[src/rtl/vga_fb_arbiter.sv]
// vga_fb_arbiter
// Shares one single-port synchronous framebuffer RAM between the VGA scan-out
// path and a host write port. Display reads always take priority. Host writes
// queue in a 2-entry FIFO and go to the RAM in cycles with no display read.
// Each framebuffer word covers a 4x4 block of screen pixels.
//
// Ports
//   CLK, RST_n             clock, asynchronous active-low reset
//   VSYNC_Sig              vertical sync (active-low pulse); falling edge = frame start
//   Ready_Sig              timing generator active-area flag
//   Column_Addr_Sig        active x (0..639)
//   Row_Addr_Sig           active y (0..479)
//   Disp_En                display enable request
//   Wr_Valid/Wr_Ready      host write handshake
//   Wr_Addr/Wr_Data        host write word
//   Wr_Err                 one-cycle pulse when an out-of-range host write is dropped
//   Ram_Addr/We/Wdata      registered RAM command
//   Ram_Rdata              RAM read data, valid one cycle after the command
//   Rgb_Out/Rgb_Valid      pixel stream to the DAC
//   Frame_Start            one-cycle pulse at each displayed frame start
module vga_fb_arbiter #(
  parameter int FB_W   = 160,
  parameter int FB_H   = 120,
  parameter int ADDR_W = 15,
  parameter int DW     = 8
) (
  input  logic              CLK,
  input  logic              RST_n,
  input  logic              VSYNC_Sig,
  input  logic              Ready_Sig,
  input  logic [10:0]       Column_Addr_Sig,
  input  logic [10:0]       Row_Addr_Sig,
  input  logic              Disp_En,
  input  logic              Wr_Valid,
  output logic              Wr_Ready,
  input  logic [ADDR_W-1:0] Wr_Addr,
  input  logic [DW-1:0]     Wr_Data,
  output logic              Wr_Err,
  output logic [ADDR_W-1:0] Ram_Addr,
  output logic              Ram_We,
  output logic [DW-1:0]     Ram_Wdata,
  input  logic [DW-1:0]     Ram_Rdata,
  output logic [DW-1:0]     Rgb_Out,
  output logic              Rgb_Valid,
  output logic              Frame_Start
);

  localparam int          STAGES = 3;
  localparam logic [15:0] FB_W_V = 16'(FB_W);
  localparam logic [ADDR_W:0] FB_LIM = (ADDR_W+1)'(FB_W * FB_H);

  typedef enum logic [1:0] {OFF, WAIT_VS, ACTIVE} state_t;

  state_t state_q, state_d;
  logic   fs_d, fs_q;
  logic   vs_d;
  logic   vs_fall;

  // ---------------------------------------------------------------- frame FSM
  assign vs_fall = vs_d & ~VSYNC_Sig;

  always_ff @(posedge CLK or negedge RST_n) begin
    if (!RST_n) begin
      state_q <= OFF;
      fs_q    <= 1'b0;
      vs_d    <= 1'b0;
    end else begin
      state_q <= state_d;
      fs_q    <= fs_d;
      vs_d    <= VSYNC_Sig;
    end
  end

  always_comb begin
    state_d = state_q;
    fs_d    = 1'b0;
    case (state_q)
      OFF:     if (Disp_En) state_d = WAIT_VS;
      WAIT_VS: begin
        if (!Disp_En) state_d = OFF;
        else if (vs_fall) begin
          state_d = ACTIVE;
          fs_d    = 1'b1;
        end
      end
      ACTIVE: begin
        // Disp_En is only sampled at frame boundaries so a frame always completes.
        if (vs_fall) begin
          if (Disp_En) fs_d = 1'b1;
          else state_d = OFF;
        end
      end
      default: state_d = OFF;
    endcase
  end

  assign Frame_Start = fs_q;

  // ------------------------------------------------------- display read strobe
  logic              act_rdy;
  logic              strobe;
  logic [31:0]       disp_sum;
  logic [ADDR_W-1:0] disp_addr;

  assign act_rdy = (state_q == ACTIVE) && Ready_Sig;
  assign strobe  = act_rdy && (Column_Addr_Sig[1:0] == 2'b00) &&
                   (Column_Addr_Sig < 11'd640) && (Row_Addr_Sig < 11'd480);

  // (row>>2)*FB_W expanded into shifted adds of the set bits of FB_W.
  function automatic logic [31:0] row_base(input logic [8:0] r);
    logic [31:0] acc;
    acc = '0;
    for (int b = 0; b < 16; b++)
      if (FB_W_V[b]) acc = acc + ({23'd0, r} << b);
    return acc;
  endfunction

  assign disp_sum  = row_base(Row_Addr_Sig[10:2]) + {23'd0, Column_Addr_Sig[10:2]};
  assign disp_addr = ADDR_W'(disp_sum);

  // -------------------------------------------------------- host write FIFO
  logic [ADDR_W-1:0] f_addr [2];
  logic [DW-1:0]     f_data [2];
  logic              wr_ptr, rd_ptr;
  logic [1:0]        count;
  logic              en_q;
  logic              push, pop;
  logic [ADDR_W-1:0] pop_addr;
  logic [DW-1:0]     pop_data;
  logic              pop_ok;

  // en_q keeps Wr_Ready low while in reset and raises it one edge after release.
  assign Wr_Ready = en_q && (count != 2'd2);
  assign push     = Wr_Valid && Wr_Ready;
  // Only entries already stored may pop, so a push into an empty FIFO pops next cycle.
  assign pop      = (count != 2'd0) && !strobe;
  assign pop_addr = f_addr[rd_ptr];
  assign pop_data = f_data[rd_ptr];
  assign pop_ok   = ({1'b0, pop_addr} < FB_LIM);

  always_ff @(posedge CLK) begin
    if (push) begin
      f_addr[wr_ptr] <= Wr_Addr;
      f_data[wr_ptr] <= Wr_Data;
    end
  end

  always_ff @(posedge CLK or negedge RST_n) begin
    if (!RST_n) begin
      en_q   <= 1'b0;
      wr_ptr <= 1'b0;
      rd_ptr <= 1'b0;
      count  <= 2'd0;
    end else begin
      en_q <= 1'b1;
      if (push) wr_ptr <= ~wr_ptr;
      if (pop)  rd_ptr <= ~rd_ptr;
      case ({push, pop})
        2'b10:   count <= count + 2'd1;
        2'b01:   count <= count - 2'd1;
        default: count <= count;
      endcase
    end
  end

  // ------------------------------------------------------- RAM command register
  always_ff @(posedge CLK or negedge RST_n) begin
    if (!RST_n) begin
      Ram_Addr  <= '0;
      Ram_We    <= 1'b0;
      Ram_Wdata <= '0;
      Wr_Err    <= 1'b0;
    end else begin
      Ram_We <= 1'b0;
      Wr_Err <= 1'b0;
      if (strobe) begin
        Ram_Addr <= disp_addr;
      end else if (pop) begin
        if (pop_ok) begin
          Ram_Addr  <= pop_addr;
          Ram_Wdata <= pop_data;
          Ram_We    <= 1'b1;
        end else begin
          Wr_Err <= 1'b1;
        end
      end
    end
  end

  // ------------------------------------------------------------ pixel pipeline
  // strobe -> command (t+1) -> read data (t+2) -> pixel register (t+3).
  logic [STAGES:1] vld_pipe;
  logic [2:1]      strb_pipe;
  logic [DW-1:0]   pix_q;

  always_ff @(posedge CLK or negedge RST_n) begin
    if (!RST_n) begin
      vld_pipe  <= '0;
      strb_pipe <= '0;
      pix_q     <= '0;
    end else begin
      vld_pipe  <= {vld_pipe[STAGES-1:1], act_rdy};
      strb_pipe <= {strb_pipe[1], strobe};
      // Held across the three non-strobe columns of each 4-pixel word.
      if (strb_pipe[2]) pix_q <= Ram_Rdata;
    end
  end

  assign Rgb_Valid = vld_pipe[STAGES];
  assign Rgb_Out   = Rgb_Valid ? pix_q : '0;

endmodule

[config.mk]
export PLATFORM = sky130hd
export DESIGN_NAME = vga_fb_arbiter
export DESIGN_NICKNAME = d
export VERILOG_FILES = /design/src/rtl/vga_fb_arbiter.sv
export SDC_FILE = /design/constraint.sdc
export NUM_CORES = 1
export LEC_CHECK = 0
export CAP_MARGIN = 10
export CORE_UTILIZATION = 50
export CTS_CLUSTER_DIAMETER = 100
export DETAILED_ROUTE_END_ITERATION = 10
export GPL_ROUTABILITY_DRIVEN = 0
export HOLD_SLACK_MARGIN = 0.02
export MAX_ROUTING_LAYER = met4
export PLACE_DENSITY = 0.84
export SLEW_MARGIN = 25
export SYNTH_ARGS = -nofsm -noshare
export SYNTH_HDL_FRONTEND = slang
export SYNTH_SLANG_ARGS = --single-unit
[constraint.sdc]
create_clock -name CLK -period 2.85 [get_ports CLK]
set_clock_uncertainty 0.15 [all_clocks]
set_input_delay 0.285 -clock CLK [delete_from_list [all_inputs] [get_ports CLK]]
set_output_delay 0.285 -clock CLK [all_outputs]
set_load 0.03 [all_outputs]
Word level (Yosys, flattened, before mapping)
Memories as Yosys holds them, arrays and structs flattened. A register that Yosys moved wholly into a read port is not among the register bits.
Cells that the tools add are included.
- bits in registers: 39
- bits in latches: 0
- memories: 2
- bits of input ports: 59
- RAM bits: 46
- ROM bits: 0
- logic and storage cells: 78
- output and inout bits: 36
- memory list (memory ; depth ; bits a word ; read ports ; clocked after Yosys merged registers in ; wr ports ; RTL line ; source):
    f_addr ; 2 ; 15 ; 1 ; 0 ; 1 ; 122 ; logic [ADDR_W-1:0] f_addr [2];
    f_data ; 2 ; 8 ; 1 ; 1 ; 1 ; 123 ; logic [DW-1:0] f_data [2];
- multipliers: 0
- shift-type cells: 0
- divide/modulo/power cells: 0
- order comparisons: 3
- equality and inequality tests: 9
- reduce and logical (&&, ||, !) cells: 18
- add/sub/neg operators: 4
- mux-type cells: 24
- bitwise gates (word level): 5
- operator list (cell ; number):
    15-bit two-way mux ; 3
    14-bit by 15-bit adder with 15-bit output ; 1
    15-bit by 9-bit adder with 15-bit output ; 1
    15-bit < comparator (second input constant) ; 1
    1-bit two-way mux ; 12
    11-bit by 10-bit < comparator with 1-bit output (second input constant) ; 1
    11-bit by 9-bit < comparator with 1-bit output (second input constant) ; 1
    2-bit two-way mux ; 5
    8-bit two-way mux ; 1
    2-bit != test (second input constant) ; 4
    2-bit nonzero test ; 4
    1-bit logical AND ; 7
    2-bit case mux with 3 select lines ; 1
    2-bit by 1-bit == test with 1-bit output (second input constant) ; 2
    2-bit == test (second input constant) ; 2
    2-bit zero test ; 2
    1-bit NOT ; 4
    2-bit case mux with 2 select lines ; 1
    4-bit AND reduction ; 1
    3-bit != test (second input constant) ; 1
    3-bit AND reduction ; 1
    2-bit by 1-bit adder with 2-bit output (second input constant) ; 1
    1-bit zero test ; 2
    1-bit case mux with 2 select lines ; 1
    other kinds (3) ; 3

Longest topological paths before layout
Gate-level depths: netlist of run 1.
- depth in word-level cells: 9
- depth in mapped cells: 11

Worst setup path after synthesis of run 1
No wires, ideal clock.
- kind: register -> register
- from: register count[0]
- to: memory f_addr[0][0], enable pin
- stages on the path, launching flop included: 5
- path slack: -261 ps
- path buffers: 0
- arrival: 2559 ps
- data required time: 2297 ps
- period minus slack after synthesis: 3111 ps
- cell sequence: dfrtp_1 inv_1 a21boi_0 nand2_1 nor2_1
- longest elaborated chain between the ends: 5
- ends and longest elaborated chain (element ; RTL line ; source):
    start: declaration ; 125 ; logic [1:0] count;
    start signal: assignment ; 159 ; 2'b10: count <= count + 2'd1;
    start signal: assignment ; 160 ; 2'b01: count <= count - 2'd1;
    start signal: assignment ; 161 ; default: count <= count;
    2-bit != test ; 133 ; assign Wr_Ready = en_q && (count != 2'd2);
    1-bit logical AND ; 133 ;
    named net Wr_Ready ; 35 ; output logic Wr_Ready,
    1-bit logical AND ; 134 ; assign push = Wr_Valid && Wr_Ready;
    1-bit two-way mux ; 142 ; if (push) begin
    1-bit two-way mux (not written as such) ; 143 ; f_addr[wr_ptr] <= Wr_Addr;
    end: declaration ; 122 ;
The timed path passes the listed nets, and every way through them passes these cells.

Worst setup path after layout of run 1
- from: input Column_Addr_Sig[9]
- to: register Ram_Addr[14]
- longest elaborated chain between the ends: 7
- elaborated cells on any way between the ends: 10
- classes of those cells: add/sub: 1; order compare: 1; mux: 1; reduce/logical: 7
- ends and longest elaborated chain (element ; RTL line ; source):
    start: declaration ; 31 ; input logic [10:0] Column_Addr_Sig,
    11-bit by 10-bit < comparator with 1-bit output ; 107 ; (Column_Addr_Sig < 11'd640) && (Row_Addr_Sig < 11'd480);
    1-bit logical AND ; 106 ; assign strobe = act_rdy && (Column_Addr_Sig[1:0] == 2'b00) &&
    1-bit logical AND ; 107 ;
    1-bit zero test ; 136 ; assign pop = (count != 2'd0) && !strobe;
    1-bit logical AND ; 136 ;
    2-bit nonzero test (no source line) ; n/a ;
    2-bit AND reduction (no source line) ; n/a ;
    end signal: assignment ; 177 ; Ram_Addr <= disp_addr;
    end signal: assignment ; 180 ; Ram_Addr <= pop_addr;
    end: declaration ; 39 ; output logic [ADDR_W-1:0] Ram_Addr,
Several ways; a longest one is shown, not always the timed one.
A chain may end at the register's enable or synchronous reset.

==> results of run 1 <==
cells in the mapped netlist (all sizes together), types with 3 or more instances:
cell,number,area [um2]
ha,19,237.7
mux2,20,225.2
xor2,4,35.03
clkbuf,3,11.26
inv,11,41.29
mux2i,24,240.2
dfrtp,47,1176
nand2,16,60.06
a21oi,5,25.02
a211oi,6,45.04
o21ai,32,160.1
edfxtp,46,1381
fa,3,60.06
nor3,6,35.03
a221o,3,30.03
and2,8,50.05
nor2,6,32.53
nor2b,4,25.02
xnor2,8,70.07
a21o,5,37.54
buf,8,50.04
how the worst max path moves through the flow:
stage / from / endpoint
finish: Column_Addr_Sig[9] / Ram_Addr[14]
global route: Column_Addr_Sig[9] / Ram_Addr[14]
CTS: Column_Addr_Sig[9] / Ram_Addr[14]
detailed placement: Column_Addr_Sig[9] / Ram_Addr[14]
global placement: Column_Addr_Sig[9] / Ram_Addr[14]
floorplan: count[0] / f_addr[0][0]
area by class of cell:
type | count | area (um2) | area share (%)
Sequential cell | 93 | 2557 | 46.05
Clock inverter | 5 | 82.58 | 1.487
Inverter | 11 | 41.29 | 0.7434
Multi-Input combinational cell | 189 | 1535 | 27.64
Timing Repair Buffer | 110 | 1069 | 19.24
Tap cell | 102 | 127.6 | 2.298
Clock buffer | 11 | 141.4 | 2.546
stage by stage:
step / cell area (um2) / utilization (%) / std cells
after floorplan: 4178 / - / 304
after global placement: 5300 / 67.20 / 504
after detailed placement: 5303 / 67.23 / 504
after CTS: 5537 / 70.19 / 521
after global routing: 5554 / 70.42 / 521
final: 5554 / 70.42 / 521
routing by layer:
layer  part of all wire (%)  global-route usage, %  up-vias
li1                       -                      -     1326
met5                      0                      -        -
met3                    4.8                  4.228       12
met1                     42                  22.89     1322
met2                     52                  36.40       92
met4                    1.5                  7.308        0
power by group through the flow:
stage | logic (W) | registers, W | clock network, W
after global routing | 0.00221 | 0.00197 | 0.00102
after global placement | 0.00200 | 0.00195 | 0
after CTS | 0.00206 | 0.00194 | 0.000973
final | 0.00205 | 0.00193 | 0.000961
after detailed placement | 0.00205 | 0.00196 | 0
after floorplan | 0.000966 | 0.00227 | 0
registers in the layout, indices dropped and copies added (netlist names), 2 cells and up:
name / cells
f_addr: 30
strb_pipe: 2
count: 2
Ram_Addr: 15
state_q: 2
vld_pipe: 3
f_data: 16
pix_q: 8
Ram_Wdata: 8
worst max-delay path: stages:
cell	delay [ns]
clkdlybuf4s50_1	0.48
inv_1	0.06
fa_1	0.53
inv_1	0.07
fa_2	0.35
a211oi_2	0.22
o21ai_1	0.11
a31oi_1	0.22
xnor2_1	0.10
a221o_1	0.34
kinds of logic (layout without fill, tap and decap cells):
logic type	after synthesis	count (layout)	synth area share, %
flops	93	93	61.25
mux	44	44	11.15
xor+xnor	12	12	2.517
other cells	1	1	0.08981
compound gates	61	61	9.080
buf+inv	22	137	2.457
simple gates	49	49	6.323
fa+ha+maj	22	22	7.132
what timing repair did:
action	4_1_cts	5_1_grt
gates resized for setup	1	4
pin swaps	1	3
setup endpoints to repair	1	2
endpoints found under the hold margin	47	0
cloned	0	0
hold buffers	1	0
==> run metrics, run 1 <==
n_diodes 0; #FFs+latches synth 93; Cell Area, Synth 0.004175 mm2; post-route clock period utilization 93.60%; initial antenna violation count 0; P&R area growth vs syn 33.02%; RSZ-0062 raised after global routing no; Num CTS Buffers 9; Final #Nets 495; pin slew with the least headroom to its limit 0.6119 ns; Vias/cell 5.282; VDD IR max 0.3804 mV; worst min-delay path endpoint vld_pipe[2]; Worst R2R Setup Slack 0.44 ns; chip height 93.38 um; core area 0.007888 mm2; worst path required time 2.94 ns; pin count of the biggest net entering global routing 48; dpl hpwl 6.019 mm; NetSw 0.001720 W; final WL 8.228 mm; WL/cell 15.79 um; fin worst setup slack 0.1825 ns; Mapped Cells 304; Synth Net Count 385; Starting Density 52.93%; Vias 2,752; Final min period 2.668 ns; crit end category flop; Die X 93.38 um; Clock Pin Slew Worst Setup and Hold Paths 0.09 ns; most frequent cells in the layout 91 x clkdlybuf4s50_1, 47 x dfrtp_1, 46 x edfxtp_1, 29 x o21ai_0, 24 x mux2i_1; WS Path Type in -> reg; drt initial violations 77; Final setup viols 0; Residual DRC 0; Internal Power 0.003215 W; Min Hold Slack 0.2069 ns; Post-synth EDFFs 46; CTS Buffer Depth 2; Gate power share 41.4%; Power, Total 0.004936 W; reg2reg start rd_ptr; Crit Reg-Reg Endpoint Ram_Addr[11]; CTS tree yes; worst skew pair latency 0.35 ns; CTS Sinks 93; post-synth cell types 45; ANT nets after route 0; hold wc startpoint vld_pipe[1]; Primary FF master, synth dfrtp_1; PD cells 888.7 mW/mm2; Global Route Usage Sum 20.50%; grt ovf 0; reg2reg path depth 6; worst slack at placement -0.3824 ns; max-cap viol count 0; sw frac 34.86%; status finished clean; Leakage 2.279 nW; Setup Total Neg Slack 0 ns; Rel. slew slack 59.21%; Clock Power Share 19.5%; Root Driver clkbuf_8; Final Hold Vio Count 0; startpoint types input port; Critical Path AT 2.75 ns; Filler Cells Inserted 563; Mean Syn Cell Area 13.73 um2; hold depth 0; async set-reset flop share out of synthesis 50.54%; share of cells above drive strength 1 15.75%; Flop pwr share 39.1%; first-pass GRT wire length 12.99 mm; buffer count from post-CTS setup fixing 0; yosys warns 0; CTS H-tree depth 3; sequential area share after synthesis 61.25%; # port buffers 92; Std-Cell Rows 32; vias in the first global route 2,839; Slew Limit Fails 0; fmax 374.9 MHz; worst-path maximum fanout 2; drt first pass iters 4; I/O Pins 95; Hold Path Class reg -> reg; most common cell after layout, fill and taps aside clkdlybuf4s50_1; Die ar. 0.008720 mm2
Power figures use the tool's default switching activity.
==> run 2, diff against run 1 <==
--- a/config.mk
+++ b/config.mk
@@ -12,7 +12,8 @@
 export GPL_ROUTABILITY_DRIVEN = 0
 export HOLD_SLACK_MARGIN = 0.02
 export MAX_ROUTING_LAYER = met4
-export PLACE_DENSITY = 0.84
+export PLACE_DENSITY = 0.8
+export RECOVER_POWER = 50
 export SLEW_MARGIN = 25
 export SYNTH_ARGS = -nofsm -noshare
 export SYNTH_HDL_FRONTEND = slang
==> run 2 against run 1 <==
  * Combinational power is 2% higher
  * Clock power fell by 7.0%
  * Final area unchanged
  * Worst hold slack barely moved
  * Power decreased by 0.38%
  * Global-route usage grew 1.1 points
  * First-iteration DRC count grew 77%
  * Largest power group unchanged
  * Highest routed layer unchanged
  * Sequential share of layout area stayed put
  * Critical path depth unchanged
  * Sequential power is essentially flat
  * Cell count increased by 0.77%
  * Clock-buffer cell count down 1
==> run metrics, run 2 (synthesis gave the netlist of run 1 again) <==
initial antenna violation count 1; Most flops, register f_addr; Leakage 2.285 nW; chip height 93.38 um; most frequent cells in the layout 67 x clkdlybuf4s50_1, 47 x dfrtp_1, 46 x edfxtp_1, 29 x o21ai_0, 25 x dlygate4sd3_1; Residual DRC 0; worst-path maximum fanout 3; crit end category flop; # port buffers 92; status finished clean; Slew Limit Fails 0; Vias/cell 5.261; grt ovf 0; Vias 2,762; Final setup viols 0; Num CTS Buffers 9; Setup Total Neg Slack 0 ns; first-pass GRT wire length 13.90 mm; max-cap viol count 0; share of cells above drive strength 1 16.59%; Die X 93.38 um; Critical Path AT 2.79 ns; Final Instance Area 0.005554 mm2; VDD IR max 0.4099 mV; Final #Nets 498; P&R area growth vs syn 33.02%; fmax 368.1 MHz; CTS Sinks 93; Clock Pin Slew Worst Setup and Hold Paths 0.09 ns; Min Hold Slack 0.2065 ns; ANT nets after route 0; I/O Pins 95; number of flip-flops in the largest register 30; vias in the first global route 2,832; core area 0.007888 mm2; pin count of the biggest net entering global routing 48; Final Hold Vio Count 0; Rel. slew slack 20.55%; CTS tree yes; CTS Buffer Depth 2; final WL 8.417 mm; Final min period 2.716 ns; WS Path Type in -> reg; Hold Path Class reg -> reg; PD cells 885.2 mW/mm2; Root Driver clkbuf_8; Starting Density 52.93%; drt initial violations 136; placed instance area 0.005313 mm2; drt first pass iters 5; CTS H-tree depth 3; WL/cell 16.03 um; most common cell after layout, fill and taps aside clkdlybuf4s50_1; worst skew pair latency 0.35 ns; dpl hpwl 6.030 mm; startpoint types input port; pin slew with the least headroom to its limit 1.192 ns; Global Route Usage Sum 21.60%; Std-Cell Rows 32; buffer count from post-CTS setup fixing 0; RSZ-0062 raised after global routing no; Regs by FF count f_addr x30, f_data x16, Ram_Addr x15; worst path required time 2.93 ns; Die ar. 0.008720 mm2; post-route clock period utilization 95.32%
==> run 2: per-stage QoR <==
stage	utilization, %	power (W)	setup WS, ns	cells
after floorplan	-	0.003234	0.1021	304
after global placement	67.32	0.003970	-0.3426	507
after detailed placement	67.35	0.004045	-0.4210	507
after CTS	70.19	0.004947	-0.002368	524
after global routing	70.42	0.005200	0.01524	525
final	70.42	0.004917	0.1335	525
==> run 2: cell type report <==
class,instances,area (um2)
Inverter,11,41.29
Multi-Input combinational cell,189,1543
Fill cell,554,2333
Tap cell,102,127.6
Sequential cell,93,2557
Clock buffer,10,137.6
Timing Repair Buffer,113,1076
Clock inverter,6,68.82
Antenna cell,1,2.502
==> run 2: timing repair <==
item                       4_1_cts  5_1_grt
gates resized for setup          2        3
cloned                           0        0
hold buffers                     1        0
pin swaps                        0        6
setup endpoints to repair        2        3
hold endpoints to repair        47        0
==> run 2: final timing paths <==
kind	depth (start not counted)	startpoint	endpoint	slack [ns]
hold reg to reg	0	strb_pipe[1]	strb_pipe[2]	0.21
max in group asynchronous	2	RST_n	Ram_Addr[12]	1.26
setup / recovery	10	Column_Addr_Sig[9]	Ram_Addr[14]	0.13
min in group asynchronous	2	RST_n	pix_q[3]	0.57
hold / removal	0	strb_pipe[1]	strb_pipe[2]	0.21
setup reg to reg	6	rd_ptr	Ram_Wdata[6]	0.56
==> run 2: where the power goes <==
| group | leakage (nW) | internal (W) | switching, W |
|---|---|---|---|
| clock network | 0.103 | 0.000436 | 0.000458 |
| logic | 1.17 | 0.000958 | 0.00114 |
| registers | 1.01 | 0.00175 | 0.000178 |
==> run 2: per-layer routing <==
layer  track usage (%)  vias to the layer above  routed length (um)
li1                  -                     1332                   -
met1             27.98                     1345                3636
met2             35.23                       81                4362
met3             3.577                        4                 354
met4             6.538                        0                  64
met5                 -                        -                   0
==> run 2: critical path, cell delays in order <==
cell and delay (ns):
clkdlybuf4s50_1 0.47, inv_1 0.06, fa_1 0.54, inv_1 0.06
fa_2 0.38, a211oi_2 0.23, o21ai_1 0.11, a31oi_1 0.20
xnor2_1 0.10, a221o_1 0.35
==> run 3, diff against run 2 <==
--- a/config.mk
+++ b/config.mk
@@ -6,14 +6,15 @@
 export NUM_CORES = 1
 export LEC_CHECK = 0
 export CAP_MARGIN = 10
-export CORE_UTILIZATION = 50
+export CELL_PAD_IN_SITES_DETAIL_PLACEMENT = 1
+export CELL_PAD_IN_SITES_GLOBAL_PLACEMENT = 2
+export CORE_UTILIZATION = 34
 export CTS_CLUSTER_DIAMETER = 100
 export DETAILED_ROUTE_END_ITERATION = 10
 export GPL_ROUTABILITY_DRIVEN = 0
 export HOLD_SLACK_MARGIN = 0.02
 export MAX_ROUTING_LAYER = met4
-export PLACE_DENSITY = 0.8
-export RECOVER_POWER = 50
+export PLACE_DENSITY_LB_ADDON = 0.1
 export SLEW_MARGIN = 25
 export SYNTH_ARGS = -nofsm -noshare
 export SYNTH_HDL_FRONTEND = slang
==> run 3 against run 2 <==
  * Power up 5.7%
  * Die area up 46%
  * Critical path depth up 1
  * Non-clock buffer count unchanged
  * Core utilization down 23 points
  * Cell count up 8.4%
  * Clock power up 33%
  * Global-route usage down 5.4 points
  * Clock-buffer cell count down 1
  * Final area up 2.6%
  * Critical path type unchanged
  * Critical endpoint is now Ram_Addr[13]
==> run metrics, run 3 (synthesis gave the netlist of run 1 again) <==
pin count of the biggest net entering global routing 48; Worst R2R Setup Slack 0.56 ns; startpoint types input port; RSZ-0062 raised after global routing no; Die X 112.8 um; worst min-delay path endpoint strb_pipe[2]; fmax 365.8 MHz; first-pass GRT wire length 15.26 mm; grt ovf 0; WS Path Type in -> reg; most frequent cells in the layout 91 x clkdlybuf4s50_1, 47 x dfrtp_1, 46 x edfxtp_1, 29 x o21ai_0, 24 x mux2i_1; vias in the first global route 3,001; Final #Nets 498; Hold Path Class reg -> reg; Die ar. 0.01273 mm2; share of cells above drive strength 1 16.11%; CTS Buffer Depth 2; pin slew with the least headroom to its limit 0.6398 ns; Final Instance Area 0.005700 mm2; final WL 9.134 mm; crit end category flop; PD cells 911.8 mW/mm2; worst slack at placement -0.3855 ns; ANT nets after route 0; max-cap viol count 0; reg2reg start rd_ptr; WL/cell 16.05 um; worst-path maximum fanout 3; chip height 112.8 um; Critical Path AT 2.80 ns; CTS H-tree depth 3; fin worst setup slack 0.1161 ns; initial antenna violation count 0; Most flops, register f_addr; worst path required time 2.92 ns; P&R area growth vs syn 36.53%; Gate power share 39.9%; Vias/cell 4.849; Crit Reg-Reg Endpoint Ram_Addr[13]; I/O Pins 95; # port buffers 92; buffer count from post-CTS setup fixing 0; hold depth 0; worst skew pair latency 0.34 ns; sw frac 34.93%; Slew Limit Fails 0; Final setup viols 0; Root Driver clkbuf_16; Num CTS Buffers 9; drt initial violations 109; Starting Density 34.76%; Residual DRC 0; Final Hold Vio Count 0; status finished clean; number of flip-flops in the largest register 30; VDD IR max 0.2775 mV; Std-Cell Rows 40; placed instance area 0.005379 mm2; dpl hpwl 6.568 mm; Global Route Usage Sum 16.23%; Regs by FF count f_addr x30, f_data x16, Ram_Addr x15; drt first pass iters 4; Final min period 2.734 ns; post-route clock period utilization 95.93%; reg2reg path depth 7; CTS Sinks 93; Rel. slew slack 57.35%; n_diodes 0; hold wc startpoint strb_pipe[1]; CTS tree yes; Leakage 2.313 nW; Util after Layout 47.46%; Clock Pin Slew Worst Setup and Hold Paths 0.06 ns; core area 0.01201 mm2; NetSw 0.001815 W; Internal Power 0.003382 W; most common cell after layout, fill and taps aside clkdlybuf4s50_1; Flop pwr share 37.3%; Vias 2,759; Clock Power Share 22.8%
-- run 3: what timing repair did --
action / CTS / global route
hold buffers: 1 / 0
hold endpoints to repair: 47 / 0
resized for setup: 2 / 2
pin swaps: 1 / 3
setup endpoints to repair: 1 / 2
-- run 3: worst max-delay path, stage by stage --
cell,delay [ns]
clkdlybuf4s50_1,0.47
inv_1,0.06
fa_1,0.53
inv_1,0.07
ha_1,0.31
a211oi_1,0.24
buf_4,0.16
nor3_1,0.06
a211oi_2,0.23
xnor2_1,0.09
a221o_1,0.29
-- run 3: stage by stage --
stage               instances  setup TNS, ns  total power, W  hold slack [ns]
floorplan                 304              0        0.003234          -0.1606
global placement          552        -0.8610        0.004019           0.1820
detailed placement        552         -1.017        0.004065           0.1925
CTS                       569              0        0.005271           0.2073
global route              569              0        0.005521           0.2109
finish                    569              0        0.005197           0.2070
-- run 3: power groups by stage --
stage / Sequential [W] / Combinational (W) / Clock, W
5_1_grt: 0.00198 / 0.00227 / 0.00127
3_3_place_gp: 0.00196 / 0.00206 / 0
3_5_place_dp: 0.00197 / 0.00210 / 0
4_1_cts: 0.00195 / 0.00211 / 0.00122
6_report: 0.00194 / 0.00208 / 0.00119
2_1_floorplan: 0.00227 / 0.000966 / 0
-- run 3: layout make-up --
| class | instances | area, um2 |
|---|---|---|
| Fill cell | 1268 | 6311 |
| Inverter | 11 | 41.29 |
| Timing Repair Buffer | 113 | 1089 |
| Tap cell | 147 | 183.9 |
| Clock buffer | 9 | 225.2 |
| Clock inverter | 7 | 73.82 |
| Sequential cell | 93 | 2557 |
| Multi-Input combinational cell | 189 | 1530 |
-- run 3: how the worst max path moves through the flow --
stage	end	cells past startpoint	startpoint
finish	Ram_Addr[13]	11	Column_Addr_Sig[9]
detailed placement	Ram_Addr[14]	10	Column_Addr_Sig[9]
floorplan	f_addr[0][0]	4	count[0]
global placement	Ram_Addr[14]	10	Column_Addr_Sig[9]
global route	Ram_Addr[14]	10	Column_Addr_Sig[9]
CTS	Ram_Addr[14]	10	Column_Addr_Sig[9]
-- run 3: layer usage --
metal	part of all wire [%]	track usage, %	vias up	routed length (um)
li1	-	-	1331	-
met1	47	20.52	1351	4309
met2	48	26.13	70	4359
met3	3.9	3.321	7	356
met4	1.2	5.333	0	108
met5	0	-	-	0
